[src/rtl/mem_stage_pkg.sv]
// Shared constants for the memory stage: state encoding, default widths and
// the alignment rule for 16-bit memory accesses.
package mem_stage_pkg;

  localparam int MEM_DW = 16;
  localparam int MEM_RW = 3;

  localparam logic [1:0] ST_IDLE   = 2'd0;
  localparam logic [1:0] ST_REQ    = 2'd1;
  localparam logic [1:0] ST_WAIT   = 2'd2;
  localparam logic [1:0] ST_HALTED = 2'd3;

  // Word accesses must be even; an odd address on a load/store is fatal.
  function automatic logic is_misaligned(input logic addr_lsb, input logic rd,
                                         input logic wr);
    return addr_lsb & (rd | wr);
  endfunction

endpackage

[src/rtl/mem_stage_mem_wb_reg.sv]
// MEM/WB pipeline register: load captures a full writeback payload and sets
// valid, bubble only clears valid and leaves the payload untouched.
module mem_wb_reg
  import mem_stage_pkg::*;
#(
  parameter int DW = MEM_DW,
  parameter int RW = MEM_RW
) (
  input  logic          clk,
  input  logic          rst_n,
  input  logic          load,
  input  logic          bubble,
  input  logic [DW-1:0] d_memout,
  input  logic [DW-1:0] d_data,
  input  logic [DW-1:0] d_pcinc,
  input  logic          d_cond,
  input  logic          d_pctoreg,
  input  logic          d_memtoreg,
  input  logic          d_set,
  input  logic          d_regwrite,
  input  logic [RW-1:0] d_writereg,
  input  logic          d_halt,
  input  logic          d_err,
  output logic          wb_valid,
  output logic [DW-1:0] wb_memout,
  output logic [DW-1:0] wb_data,
  output logic [DW-1:0] wb_pcinc,
  output logic          wb_cond,
  output logic          wb_pctoreg,
  output logic          wb_memtoreg,
  output logic          wb_set,
  output logic          wb_regwrite,
  output logic [RW-1:0] wb_writereg,
  output logic          wb_halt,
  output logic          wb_err
);

  always_ff @(posedge clk or negedge rst_n) begin
    if (!rst_n) begin
      wb_valid    <= 1'b0;
      wb_memout   <= '0;
      wb_data     <= '0;
      wb_pcinc    <= '0;
      wb_cond     <= 1'b0;
      wb_pctoreg  <= 1'b0;
      wb_memtoreg <= 1'b0;
      wb_set      <= 1'b0;
      wb_regwrite <= 1'b0;
      wb_writereg <= '0;
      wb_halt     <= 1'b0;
      wb_err      <= 1'b0;
    end else if (load) begin
      wb_valid    <= 1'b1;
      wb_memout   <= d_memout;
      wb_data     <= d_data;
      wb_pcinc    <= d_pcinc;
      wb_cond     <= d_cond;
      wb_pctoreg  <= d_pctoreg;
      wb_memtoreg <= d_memtoreg;
      wb_set      <= d_set;
      wb_regwrite <= d_regwrite;
      wb_writereg <= d_writereg;
      wb_halt     <= d_halt;
      wb_err      <= d_err;
    end else if (bubble) begin
      wb_valid <= 1'b0;
    end
  end

endmodule

[src/rtl/mem_stage.sv]
// Memory stage: issues loads/stores over a req/stall/done handshake, stalls
// upstream while an access is in flight, and feeds the MEM/WB register.
module mem_stage
  import mem_stage_pkg::*;
#(
  parameter int DW      = MEM_DW,
  parameter int RW      = MEM_RW,
  parameter int TIMEOUT = 255
) (
  input  logic          clk,
  input  logic          rst_n,
  input  logic          in_valid,
  input  logic [DW-1:0] in_addr,
  input  logic [DW-1:0] in_wdata,
  input  logic [DW-1:0] in_pcinc,
  input  logic          in_cond,
  input  logic          in_memread,
  input  logic          in_memwrite,
  input  logic          in_pctoreg,
  input  logic          in_memtoreg,
  input  logic          in_set,
  input  logic          in_regwrite,
  input  logic [RW-1:0] in_writereg,
  input  logic          in_halt,
  input  logic          flush,
  output logic          stall_out,
  output logic          mem_req,
  output logic          mem_wr,
  output logic [DW-1:0] mem_addr,
  output logic [DW-1:0] mem_wdata,
  input  logic          mem_stall,
  input  logic          mem_done,
  input  logic [DW-1:0] mem_rdata,
  output logic          wb_valid,
  output logic [DW-1:0] wb_memout,
  output logic [DW-1:0] wb_data,
  output logic [DW-1:0] wb_pcinc,
  output logic          wb_cond,
  output logic          wb_pctoreg,
  output logic          wb_memtoreg,
  output logic          wb_set,
  output logic          wb_regwrite,
  output logic [RW-1:0] wb_writereg,
  output logic          wb_halt,
  output logic          wb_err
);

  localparam int CW = $clog2(TIMEOUT + 1);

  logic [1:0]    state, state_nxt;
  logic [CW-1:0] cnt;

  logic [DW-1:0] hold_addr_p0, hold_wdata_p0, hold_pcinc_p0;
  logic          hold_cond_p0, hold_memread_p0, hold_memwrite_p0;
  logic          hold_pctoreg_p0, hold_memtoreg_p0, hold_set_p0;
  logic          hold_regwrite_p0, hold_halt_p0;
  logic [RW-1:0] hold_writereg_p0;

  logic          accept, mem_op;
  logic          load, bubble, capture, cnt_clr, cnt_inc, use_hold, ld_err;
  logic [DW-1:0] ld_memout;

  assign accept = in_valid & ~flush;
  assign mem_op = in_memread | in_memwrite;

  always_comb begin
    state_nxt = state;
    load      = 1'b0;
    bubble    = 1'b0;
    capture   = 1'b0;
    cnt_clr   = 1'b0;
    cnt_inc   = 1'b0;
    use_hold  = 1'b0;
    ld_err    = 1'b0;
    ld_memout = '0;
    case (state)
      ST_IDLE: begin
        if (!accept) begin
          bubble = 1'b1;
        end else if (!mem_op) begin
          load = 1'b1;
          if (in_halt) state_nxt = ST_HALTED;
        end else if (is_misaligned(in_addr[0], in_memread, in_memwrite)) begin
          load      = 1'b1;
          ld_err    = 1'b1;
          state_nxt = ST_HALTED;
        end else begin
          capture   = 1'b1;
          bubble    = 1'b1;
          state_nxt = ST_REQ;
        end
      end
      ST_REQ: begin
        if (!mem_stall) begin
          cnt_clr   = 1'b1;
          state_nxt = ST_WAIT;
        end
      end
      ST_WAIT: begin
        // done is only honoured here, never on the cycle the request is taken
        if (mem_done) begin
          load      = 1'b1;
          use_hold  = 1'b1;
          ld_memout = hold_memread_p0 ? mem_rdata : '0;
          state_nxt = ST_IDLE;
        end else if (cnt == CW'(TIMEOUT)) begin
          load      = 1'b1;
          use_hold  = 1'b1;
          ld_err    = 1'b1;
          state_nxt = ST_HALTED;
        end else begin
          cnt_inc = 1'b1;
        end
      end
      default: bubble = 1'b1;
    endcase
  end

  // Control stage: FSM and timeout counter
  always_ff @(posedge clk or negedge rst_n) begin
    if (!rst_n) begin
      state <= ST_IDLE;
      cnt   <= '0;
    end else begin
      state <= state_nxt;
      if (cnt_clr)      cnt <= '0;
      else if (cnt_inc) cnt <= cnt + CW'(1);
    end
  end

  // Holding stage: EX/MEM contents kept stable for the whole access
  always_ff @(posedge clk or negedge rst_n) begin
    if (!rst_n) begin
      hold_addr_p0     <= '0;
      hold_wdata_p0    <= '0;
      hold_pcinc_p0    <= '0;
      hold_cond_p0     <= 1'b0;
      hold_memread_p0  <= 1'b0;
      hold_memwrite_p0 <= 1'b0;
      hold_pctoreg_p0  <= 1'b0;
      hold_memtoreg_p0 <= 1'b0;
      hold_set_p0      <= 1'b0;
      hold_regwrite_p0 <= 1'b0;
      hold_writereg_p0 <= '0;
      hold_halt_p0     <= 1'b0;
    end else if (capture) begin
      hold_addr_p0     <= in_addr;
      hold_wdata_p0    <= in_wdata;
      hold_pcinc_p0    <= in_pcinc;
      hold_cond_p0     <= in_cond;
      hold_memread_p0  <= in_memread;
      hold_memwrite_p0 <= in_memwrite;
      hold_pctoreg_p0  <= in_pctoreg;
      hold_memtoreg_p0 <= in_memtoreg;
      hold_set_p0      <= in_set;
      hold_regwrite_p0 <= in_regwrite;
      hold_writereg_p0 <= in_writereg;
      hold_halt_p0     <= in_halt;
    end
  end

  assign stall_out = (state != ST_IDLE);
  assign mem_req   = (state == ST_REQ);
  assign mem_wr    = mem_req & hold_memwrite_p0;
  assign mem_addr  = mem_req ? hold_addr_p0  : '0;
  assign mem_wdata = mem_req ? hold_wdata_p0 : '0;

  // Writeback stage: payload from inputs (IDLE) or holding registers (WAIT)
  mem_wb_reg #(
    .DW (DW),
    .RW (RW)
  ) u_mem_wb_reg (
    .clk         (clk),
    .rst_n       (rst_n),
    .load        (load),
    .bubble      (bubble),
    .d_memout    (ld_memout),
    .d_data      (use_hold ? hold_addr_p0     : in_addr),
    .d_pcinc     (use_hold ? hold_pcinc_p0    : in_pcinc),
    .d_cond      (use_hold ? hold_cond_p0     : in_cond),
    .d_pctoreg   (use_hold ? hold_pctoreg_p0  : in_pctoreg),
    .d_memtoreg  (use_hold ? hold_memtoreg_p0 : in_memtoreg),
    .d_set       (use_hold ? hold_set_p0      : in_set),
    .d_regwrite  ((use_hold ? hold_regwrite_p0 : in_regwrite) & ~ld_err),
    .d_writereg  (use_hold ? hold_writereg_p0 : in_writereg),
    .d_halt      (use_hold ? hold_halt_p0     : in_halt),
    .d_err       (ld_err),
    .wb_valid    (wb_valid),
    .wb_memout   (wb_memout),
    .wb_data     (wb_data),
    .wb_pcinc    (wb_pcinc),
    .wb_cond     (wb_cond),
    .wb_pctoreg  (wb_pctoreg),
    .wb_memtoreg (wb_memtoreg),
    .wb_set      (wb_set),
    .wb_regwrite (wb_regwrite),
    .wb_writereg (wb_writereg),
    .wb_halt     (wb_halt),
    .wb_err      (wb_err)
  );

endmodule

[config.mk]
export PLATFORM = sky130hd
export DESIGN_NAME = mem_stage
export DESIGN_NICKNAME = d
export VERILOG_FILES = /design/src/rtl/mem_stage_pkg.sv /design/src/rtl/mem_stage_mem_wb_reg.sv /design/src/rtl/mem_stage.sv
export SDC_FILE = /design/constraint.sdc
export NUM_CORES = 1
export LEC_CHECK = 0
export BUFFER_PORTS_ARGS = -buffer_cell sky130_fd_sc_hd__buf_2
export CORE_ASPECT_RATIO = 2
export CORE_MARGIN = 10
export CORE_UTILIZATION = 25
export CTS_BUF_LIST = sky130_fd_sc_hd__clkbuf_4
export DETAILED_ROUTE_END_ITERATION = 8
export GPL_ROUTABILITY_DRIVEN = 0
export REMOVE_ABC_BUFFERS = 1
export SLEW_MARGIN = 15
export SYNTH_ARGS = -nofsm -noshare
export SYNTH_HDL_FRONTEND = slang
export SYNTH_SLANG_ARGS = --single-unit
[constraint.sdc]
create_clock -name clk -period 2.45 [get_ports clk]
set_clock_uncertainty 0.05 [all_clocks]
set_input_delay 0.3675 -clock clk [delete_from_list [all_inputs] [get_ports clk]]
set_output_delay 0.3675 -clock clk [all_outputs]
set_load 0.005 [all_outputs]
==> impl_metrics.ini, run 1 <==
[outcome]
status = complete, no violations

[routing]
ant_nets = 0
drc = 0
drtIter0Drc = 181
wl_um = 16600
via_count = 4259
dr.pass1.iters = 4
wire_per_inst_um = 17.2
via_per_inst = 4.41

[setup_path]
crit_path_top_delay_cell = dfrtp_1
cp.depth = 5
setup.worst_path.end_class = primary output
cp_max_fo = 18
required_ns = 2.03
critPathArrivalTime_ns = 1.87
cp_top_family = buffers and inverters
path_buf_inv = 3
max_stage_delay_ns = 0.42
reg2reg_depth = 8
crit_chain = inv_1 > ha_1 > buf_4 > and2_1 > buf_2
crit_type = reg -> out
cp-start-kind = flip-flop

[die]
num_io_pins = 175
dieArea_um2 = 30900
initial_core_util_pct = 25.2
core_area_um2 = 23700
die_width_um = 129
fp.dieH_um = 239
rows = 80

[cts]
cts_resized = 0
tritoncts = built
insertion_delay_ns = 0.59
clkTransAtPathRegs_ns = 0.11
clockBufferDepth = 2
h-tree-depth = 4
cts_buffers = 17
cts_sinks = 128
cts_root_buf = clkbuf_4

[global_route]
track_usage_pct = 11.2
grt_overflow_total = 0
antenna_found_initial = 1
grt_max_degree = 62
grt_pass1_vias = 4785
grt_pass1_wl_um = 26400

[placed_design]
placed_cells = 858
io_buffer_count = 174
place_ws_ns = 0.341
place_hpwl_um = 11700

[job]
maxCapViolations = 0

[logic_synthesis]
synth_area_leaders = dfrtp_1, mux2_2, mux2_4
synthFlopType = dfrtp_1
yosysSeqAreaShare_pct = 53.6
synth_top_area_cell = dfrtp_1
yosysWarnings = 0
synth_edf_count = 0
syn_area_per_cell_um2 = 14.7
synth_common_cells = dfrtp_1, mux2_2, mux2_4
ys_seq_elements = 128
netlist_area_um2 = 5970
syn_inst = 407
synth.distinct_cells = 45
ys_async_sr_fraction_pct = 100
yosysTopAreaCellShare_pct = 53.6
yosysMostFrequentCell = dfrtp_1

[sta]
period_share_pct = 93.4
setup_viol = 0
setup_ws_ns = 0.162
finalHoldViolCount = 0
layout_min_cycle_time_ns = 2.29
slew_viol_final = 0
slew_headroom_pct = 61.6
rsz0062_at_grt = yes
fmax_mhz = 437
worstMarginPinSlew_ns = 0.576

[cells_and_area]
drive_gt1_share_pct = 53.0
nets = 752
final_cells = 965
syn2layout_area_growth_pct = 38.3

[worst_hold_path]
hold_class = in -> reg
min_path_cells = 4

[power_and_ir_drop]
p_per_area_nw_per_um2 = 1010
p_leak_nw = 4.13
power_w = 0.00833
peakVddDrop_uv = 427
cells in the final DEF (no fill, tap or decap), types with 6 or more instances in the layout:
cell | netlist | layout
a22o_1 | 17 | 17
dlygate4sd3_1 | 0 | 76
clkbuf_4 | 0 | 17
buf_4 | 1 | 7
mux2_2 | 89 | 89
dfrtp_1 | 128 | 128
and2_1 | 33 | 33
nor2_1 | 10 | 10
clkinv_4 | 0 | 6
mux2_4 | 39 | 39
mux2_1 | 10 | 10
buf_2 | 6 | 173
flip-flops by register name, summed over array words and instances (netlist names), 3 cells and up:
| signal | count |
|---|---|
| cnt | 8 |
| hold_addr_p0 | 16 |
| hold_pcinc_p0 | 16 |
| hold_wdata_p0 | 16 |
| hold_writereg_p0 | 3 |
| u_mem_wb_reg.wb_data | 16 |
| u_mem_wb_reg.wb_memout | 16 |
| u_mem_wb_reg.wb_pcinc | 16 |
| u_mem_wb_reg.wb_writereg | 3 |
worst register-to-register path: stages (launching register included):
cell and delay (ns):
dfrtp_1 0.39, inv_1 0.09, ha_1 0.27, and3b_4 0.24, o21ai_4 0.07, buf_4 0.27
a21boi_2 0.27, buf_4 0.25, a22o_1 0.17
cells by family after synthesis:
logic type	share of synthesized area (%)
compound gates	5.68
xor+xnor	0.586
fa+ha+maj	1.05
buf+inv	2.89
flops	53.6
mux	28.8
simple gates	7.37
path summary, 6_finish.rpt:
path / from / to / slack (ns)
worst max register to register: state[0]$_DFFE_PN0P_ / u_mem_wb_reg.wb_memout[7]$_DFFE_PN0P_ / 0.32
min in group asynchronous: rst_n / u_mem_wb_reg.wb_pcinc[11]$_DFFE_PN0P_ / 0.20
max in group asynchronous: rst_n / hold_addr_p0[3]$_DFFE_PN0P_ / 1.49
worst min register to register: hold_wdata_p0[13]$_DFFE_PN0P_ / hold_wdata_p0[13]$_DFFE_PN0P_ / 0.44
worst max-delay path: state[1]$_DFFE_PN0P_ / mem_addr[4] / 0.16
worst min-delay path: in_valid / u_mem_wb_reg.wb_regwrite$_DFFE_PN0P_ / 0.13
layer usage:
layer	GRT usage (%)	part of all wire, %	vias up
li1	-	-	1975
met1	10.7	36	2123
met2	20.2	55	122
met3	3.89	5.8	39
met4	6.30	3.2	0
met5	0	0	-
final cells by class:
cell class / instances / area, um2
Timing Repair Buffer: 262 / 1790
Multi-Input combinational cell: 254 / 2600
Fill cell: 2282 / 15500
Clock buffer: 17 / 128
Inverter: 3 / 11.3
Antenna cell: 1 / 2.50
Clock inverter: 13 / 168
Tap cell: 287 / 359
Sequential cell: 128 / 3200
where the power goes:
part / switching (W) / internal, W / leakage (nW)
registers: 0.000483 / 0.00301 / 1.62
clock network: 0.000853 / 0.000699 / 0.153
logic: 0.00129 / 0.00200 / 2.35
total: 0.00263 / 0.00570 / 4.13
stage by stage:
step,instance area [um2],hold WS (ns),utilization [%],setup TNS [ns]
6_report,8260,0.127,34.8,0
5_1_grt,8260,0.0782,34.8,-0.146
4_1_cts,8260,0.0317,34.8,0
3_5_place_dp,7200,0.252,30.4,0
3_3_place_gp,7200,0.247,30.4,0
2_1_floorplan,5810,0.0219,-,-52.44
timing repair:
item | 4_1_cts | 5_1_grt
buffers inserted | 0 | 0
endpoints found under the hold margin | 209 | 0
setup endpoints to repair | 0 | 9
hold buffers | 76 | 0
(Power assumes the default switching activity.)
==> run 2: changes to the inputs <==
Settings changed: CORE_ASPECT_RATIO 2 to default, CORE_MARGIN 10 to 3.
==> run 2 against run 1 <==
  * Power down 2.8%
  * Routed wire length down 12%
  * Clock power down 9%
  * Cell count up 2.2%
  * Non-clock buffer count down 4
  * Flip-flop and latch count unchanged
  * Clock-buffer cell count up 5
  * Global-route usage up 0.30 points
  * Die area down 16%
  * First-iteration DRC count down 25%
  * Sequential share of layout area up 0.27 points
  * Combinational power down 2%
==> impl_metrics.ini, run 2 (same netlist as run 1, synthesis figures left out) <==
[routing]
drtIter0Drc = 135
wire_per_inst_um = 14.8
drc = 0
via_per_inst = 4.21
via_count = 4148
wl_um = 14600
dr.pass1.iters = 4
ant_nets = 0

[job]
maxCapViolations = 0

[outcome]
status = complete, no violations

[global_route]
grt_pass1_wl_um = 23500
antenna_found_initial = 1
grt_pass1_vias = 4330
grt_max_degree = 66
grt_overflow_total = 0
track_usage_pct = 11.5

[power_and_ir_drop]
p_int_w = 0.00563
p_leak_nw = 4.09
peakVddDrop_uv = 393
seqPwrFrac_pct = 43.0
p_per_area_nw_per_um2 = 986
p_switching_w = 0.00246
power_frac_comb_pct = 39.6
swShare_pct = 30.4
power_w = 0.00809
clkPwrFrac_pct = 17.4

[cells_and_area]
mostFrequentLayoutCells = buf_2, dfrtp_1, mux2_2
post-route-util_pct = 35.6
drive_gt1_share_pct = 52.6
syn2layout_area_growth_pct = 37.3
nets = 748
fin_area_um2 = 8200
final_common_cell = buf_2
diodes = 0
nFillCells = 2263

[cts]
cts_resized = 0
clkTransAtPathRegs_ns = 0.10
cts_sinks = 128
post-cts-setup-buffers = 0
cts_buffers = 17
cts_hold_buf = 72
h-tree-depth = 4
tritoncts = built
cts_root_buf = clkbuf_4
insertion_delay_ns = 0.51
clockBufferDepth = 2

[setup_path]
cp-start-kind = flip-flop
cp_max_fo = 25
crit_path_top_delay_cell = dfrtp_1
crit_chain = inv_1 > ha_1 > buf_4 > and2_1 > buf_2
max_stage_delay_ns = 0.43
cp_top_family = buffers and inverters
required_ns = 2.03
critPathArrivalTime_ns = 1.77
cp.depth = 5
path_buf_inv = 3
setup.worst_path.end_class = primary output
reg2reg_depth = 7
crit_type = reg -> out

[sta]
worstMarginPinSlew_ns = 0.657
slew_viol_final = 0
fin_setup_tns_ns = 0
setup_viol = 0
finalHoldViolCount = 0
rsz0062_at_grt = no
setup_ws_ns = 0.258
fmax_mhz = 456
slew_headroom_pct = 56.2
period_share_pct = 89.5
layout_min_cycle_time_ns = 2.19

[die]
fp.dieH_um = 161
initial_core_util_pct = 25.9
dieArea_um2 = 25800
num_io_pins = 175
die_width_um = 161
rows = 55
core_area_um2 = 23100

[placed_design]
io_buffer_count = 174
place_area_um2 = 7210
place_ws_ns = 0.353
place_hpwl_um = 9620

[worst_hold_path]
min_path_cells = 2
hold_class = in -> reg
[run 2: final timing paths]
path	startpoint	to	slack, ns
max	state[1]$_DFFE_PN0P_	mem_addr[0]	0.26
max in group asynchronous	rst_n	u_mem_wb_reg.wb_data[9]$_DFFE_PN0P_	1.34
max reg2reg	state[0]$_DFFE_PN0P_	u_mem_wb_reg.wb_data[9]$_DFFE_PN0P_	0.35
min in group asynchronous	rst_n	hold_pcinc_p0[2]$_DFFE_PN0P_	0.28
min reg2reg	hold_wdata_p0[10]$_DFFE_PN0P_	hold_wdata_p0[10]$_DFFE_PN0P_	0.44
min	in_pcinc[3]	hold_pcinc_p0[3]$_DFFE_PN0P_	0.07
[run 2: area by class of cell]
cell class,count,area [um2],share of cell area (%)
sequential,128,3200,39.0
tap,313,392,4.77
inverter,3,11.3,0.137
clock buffer,22,165,2.01
clock inverter,8,91.3,1.11
timing repair buffer,258,1740,21.2
multi-input combinational,254,2600,31.7
[run 2: per-stage QoR]
stage	std cells	hold WS [ns]
3_5_place_dp	882	0.263
3_3_place_gp	882	0.270
4_1_cts	984	0.000131
5_1_grt	986	0.00442
6_report	986	0.0745
2_1_floorplan	385	0.0219
[run 2: layer usage]
layer | wire length, um | vias to the layer above | track usage [%] | share of wire, %
met5 | 0 | - | 0 | 0
met4 | 138 | 0 | 3.55 | 0.95
met3 | 722 | 11 | 3.46 | 4.9
met2 | 7370 | 98 | 19.5 | 51
met1 | 6360 | 2066 | 14.2 | 44
li1 | - | 1973 | - | -
[run 2: power by group through the flow]
stage | Sequential (W) | Clock [W] | Combinational [W]
2_1_floorplan | 0.00346 | 0 | 0.00198
3_3_place_gp | 0.00350 | 0 | 0.00311
3_5_place_dp | 0.00352 | 0 | 0.00318
4_1_cts | 0.00349 | 0.00150 | 0.00327
5_1_grt | 0.00362 | 0.00159 | 0.00350
6_report | 0.00348 | 0.00141 | 0.00320
==> run 3: changes to the inputs <==
Settings changed: GPL_ROUTABILITY_DRIVEN 0 to default, SYNTH_HIERARCHICAL from default to 1.
==> run 3 against run 2 <==
  * Clock power rose by 9.9%
  * Critical path type is now reg -> reg
  * Synthesized cell count rose by 4.7%
  * Setup slack got worse by 0.055 ns
  * Sequential share of layout area increased by 0.34 points
  * Utilization is 0.30 points lower
  * Combinational power fell by 6.9%
  * Cell count increased by 0.30%
  * Register-to-register slack got worse by 0.15 ns
  * Routed wire length decreased by 2.1%
  * Area after synthesis increased by 0.13%
  * Die area increased by 0.12%
  * Maximum frequency fell by 2.4%
==> impl_metrics.ini, run 3 <==
[setup_path]
setup.worst_path.end_class = flip-flop
cp_top_family = flip-flops
max_stage_delay_ns = 0.44
critPathArrivalTime_ns = 2.61
required_ns = 2.81
cp-start-kind = flip-flop
path_buf_inv = 2
crit_type = reg -> reg
crit_chain = inv_1 > ha_1 > nand4_1 > o21ai_4 > or2_4 > buf_12 > mux2_2
cp_max_fo = 39
cp.depth = 7
crit_path_top_delay_cell = dfrtp_1
reg2reg_depth = 7

[sta]
period_share_pct = 91.7
slew_headroom_pct = 65.3
setup_ws_ns = 0.203
finalHoldViolCount = 0
slew_viol_final = 0
fmax_mhz = 445
rsz0062_at_grt = no
setup_viol = 0
worstMarginPinSlew_ns = 0.520
layout_min_cycle_time_ns = 2.25

[cells_and_area]
mostFrequentLayoutCells = buf_2, mux2_2, dfrtp_1
final_cells = 989
final_common_cell = buf_2
nets = 749
syn2layout_area_growth_pct = 36.0
drive_gt1_share_pct = 55.5
diodes = 0

[power_and_ir_drop]
p_switching_w = 0.00250
peakVddDrop_uv = 484
p_leak_nw = 3.87
seqPwrFrac_pct = 43.4
swShare_pct = 31.3
clkPwrFrac_pct = 19.3
p_int_w = 0.00549
p_per_area_nw_per_um2 = 983
power_frac_comb_pct = 37.3

[cts]
insertion_delay_ns = 0.52
cts_root_buf = clkbuf_4
clockBufferDepth = 2
post-cts-setup-buffers = 0
clkTransAtPathRegs_ns = 0.12
h-tree-depth = 4
tritoncts = built
cts_buffers = 17
cts_sinks = 128

[global_route]
grt_overflow_total = 0
grt_pass1_vias = 4421
track_usage_pct = 11.3
grt_pass1_wl_um = 23200
antenna_found_initial = 0
grt_max_degree = 68

[worst_hold_path]
min_path_cells = 2
hold_class = in -> reg

[logic_synthesis]
synth_area_leaders = dfrtp_1, mux2_2, and2_1
yosysWarnings = 6
synth_common_cells = mux2_2, dfrtp_1, and2_1
yosysMostFrequentCell = mux2_2
yosysTopAreaCellShare_pct = 53.6
synth_edf_count = 0
synth_top_area_cell = dfrtp_1
synthFlopType = dfrtp_1
ys_seq_elements = 128
synth.distinct_cells = 36
syn_area_per_cell_um2 = 14.0
yosysSeqAreaShare_pct = 53.6
ys_async_sr_fraction_pct = 100
netlist_area_um2 = 5980
syn_inst = 426

[routing]
ant_nets = 0
dr.pass1.iters = 4
drc = 0
drtIter0Drc = 104
via_per_inst = 4.17
wire_per_inst_um = 14.4
wl_um = 14300
via_count = 4120

[placed_design]
place_ws_ns = 0.263
place_hpwl_um = 9530
placed_cells = 900
place_congestion = 0.751
io_buffer_count = 174

[die]
core_area_um2 = 23100
fp.dieH_um = 161
die_width_um = 161
dieArea_um2 = 25800
rows = 55
num_io_pins = 175
initial_core_util_pct = 25.9

[outcome]
status = complete, no violations

[job]
maxCapViolations = 0
## run 3: cell types whose count changed after synthesis, sizes merged, moves of 3 or more
cell,previous run,this run
mux2,138,157
a22o,17,0
and2,33,49
nand2,6,3
## run 3: area by class of cell
| cell class | instances | area [um2] |
|---|---|---|
| clock buffer | 17 | 128 |
| clock inverter | 15 | 169 |
| fill | 2267 | 14900 |
| inverter | 5 | 18.8 |
| multi-input combinational | 270 | 2600 |
| sequential | 128 | 3200 |
| tap | 313 | 392 |
| timing repair buffer | 241 | 1620 |
## run 3: power by group through the flow
stage	Sequential (W)	Clock (W)	Combinational (W)
2_1_floorplan	0.00343	0	0.00172
3_3_place_gp	0.00349	0	0.00289
3_5_place_dp	0.00351	0	0.00295
4_1_cts	0.00347	0.00163	0.00303
5_1_grt	0.00360	0.00172	0.00329
6_report	0.00347	0.00155	0.00298
## run 3: logic make-up (layout without fill, tap and decap cells)
logic type,after synthesis,after routing,share of synthesized area (%)
multiplexers,161,161,31.4
XOR/XNOR,3,3,0.439
AND/OR/NAND/NOR,82,82,8.20
adder cells (fa/ha/maj),5,5,1.05
buffers and inverters,28,278,3.35
flip-flops,128,128,53.6
AO/OA/AOI/OAI,19,19,2.05
## run 3: layer usage
metal  global-route usage (%)  routed length (um)
met5                        0                   0
met4                     4.06                 297
met3                     4.13                 885
met2                     17.9                6580
met1                     14.2                6520
## run 3: final timing paths
kind / startpoint / to / slack, ns
worst max-delay path: state[0]$_DFFE_PN0P_ / u_mem_wb_reg/wb_writereg[1]$_DFFE_PN0P_ / 0.20
worst min-delay path: in_halt / hold_halt_p0$_DFFE_PN0P_ / 0.09
worst max register to register: state[0]$_DFFE_PN0P_ / u_mem_wb_reg/wb_writereg[1]$_DFFE_PN0P_ / 0.20
worst min register to register: hold_wdata_p0[6]$_DFFE_PN0P_ / hold_wdata_p0[6]$_DFFE_PN0P_ / 0.46
max in group asynchronous: rst_n / hold_addr_p0[4]$_DFFE_PN0P_ / 1.38
min in group asynchronous: rst_n / u_mem_wb_reg/wb_memout[14]$_DFFE_PN0P_ / 0.27
## run 3: worst reg2reg max path, stage by stage, from the launching register on
cell and delay [ns]:
dfrtp_1 0.44, inv_1 0.11, ha_1 0.25, nand4_1 0.16, o21ai_4 0.25, or2_4 0.20
buf_12 0.25, mux2_2 0.41
## run 3: repair_timing
item | 4_1_cts | 5_1_grt
resized for setup | 1 | 1
setup endpoints to repair | 28 | 1
hold buffers | 57 | 0
endpoints found under the hold margin | 94 | 0
## run 3: stage by stage
step / util [%] / TNS, ns / power [W] / hold slack [ns] / area [um2]
floorplan: - / -100.81 / 0.00515 / 0.0219 / 5800
global placement: 31.5 / 0 / 0.00638 / 0.264 / 7250
detailed placement: 31.5 / 0 / 0.00646 / 0.265 / 7250
CTS: 35.2 / 0 / 0.00814 / 0.00136 / 8120
global route: 35.3 / 0 / 0.00861 / 0.0145 / 8130
finish: 35.3 / 0 / 0.00800 / 0.0887 / 8130
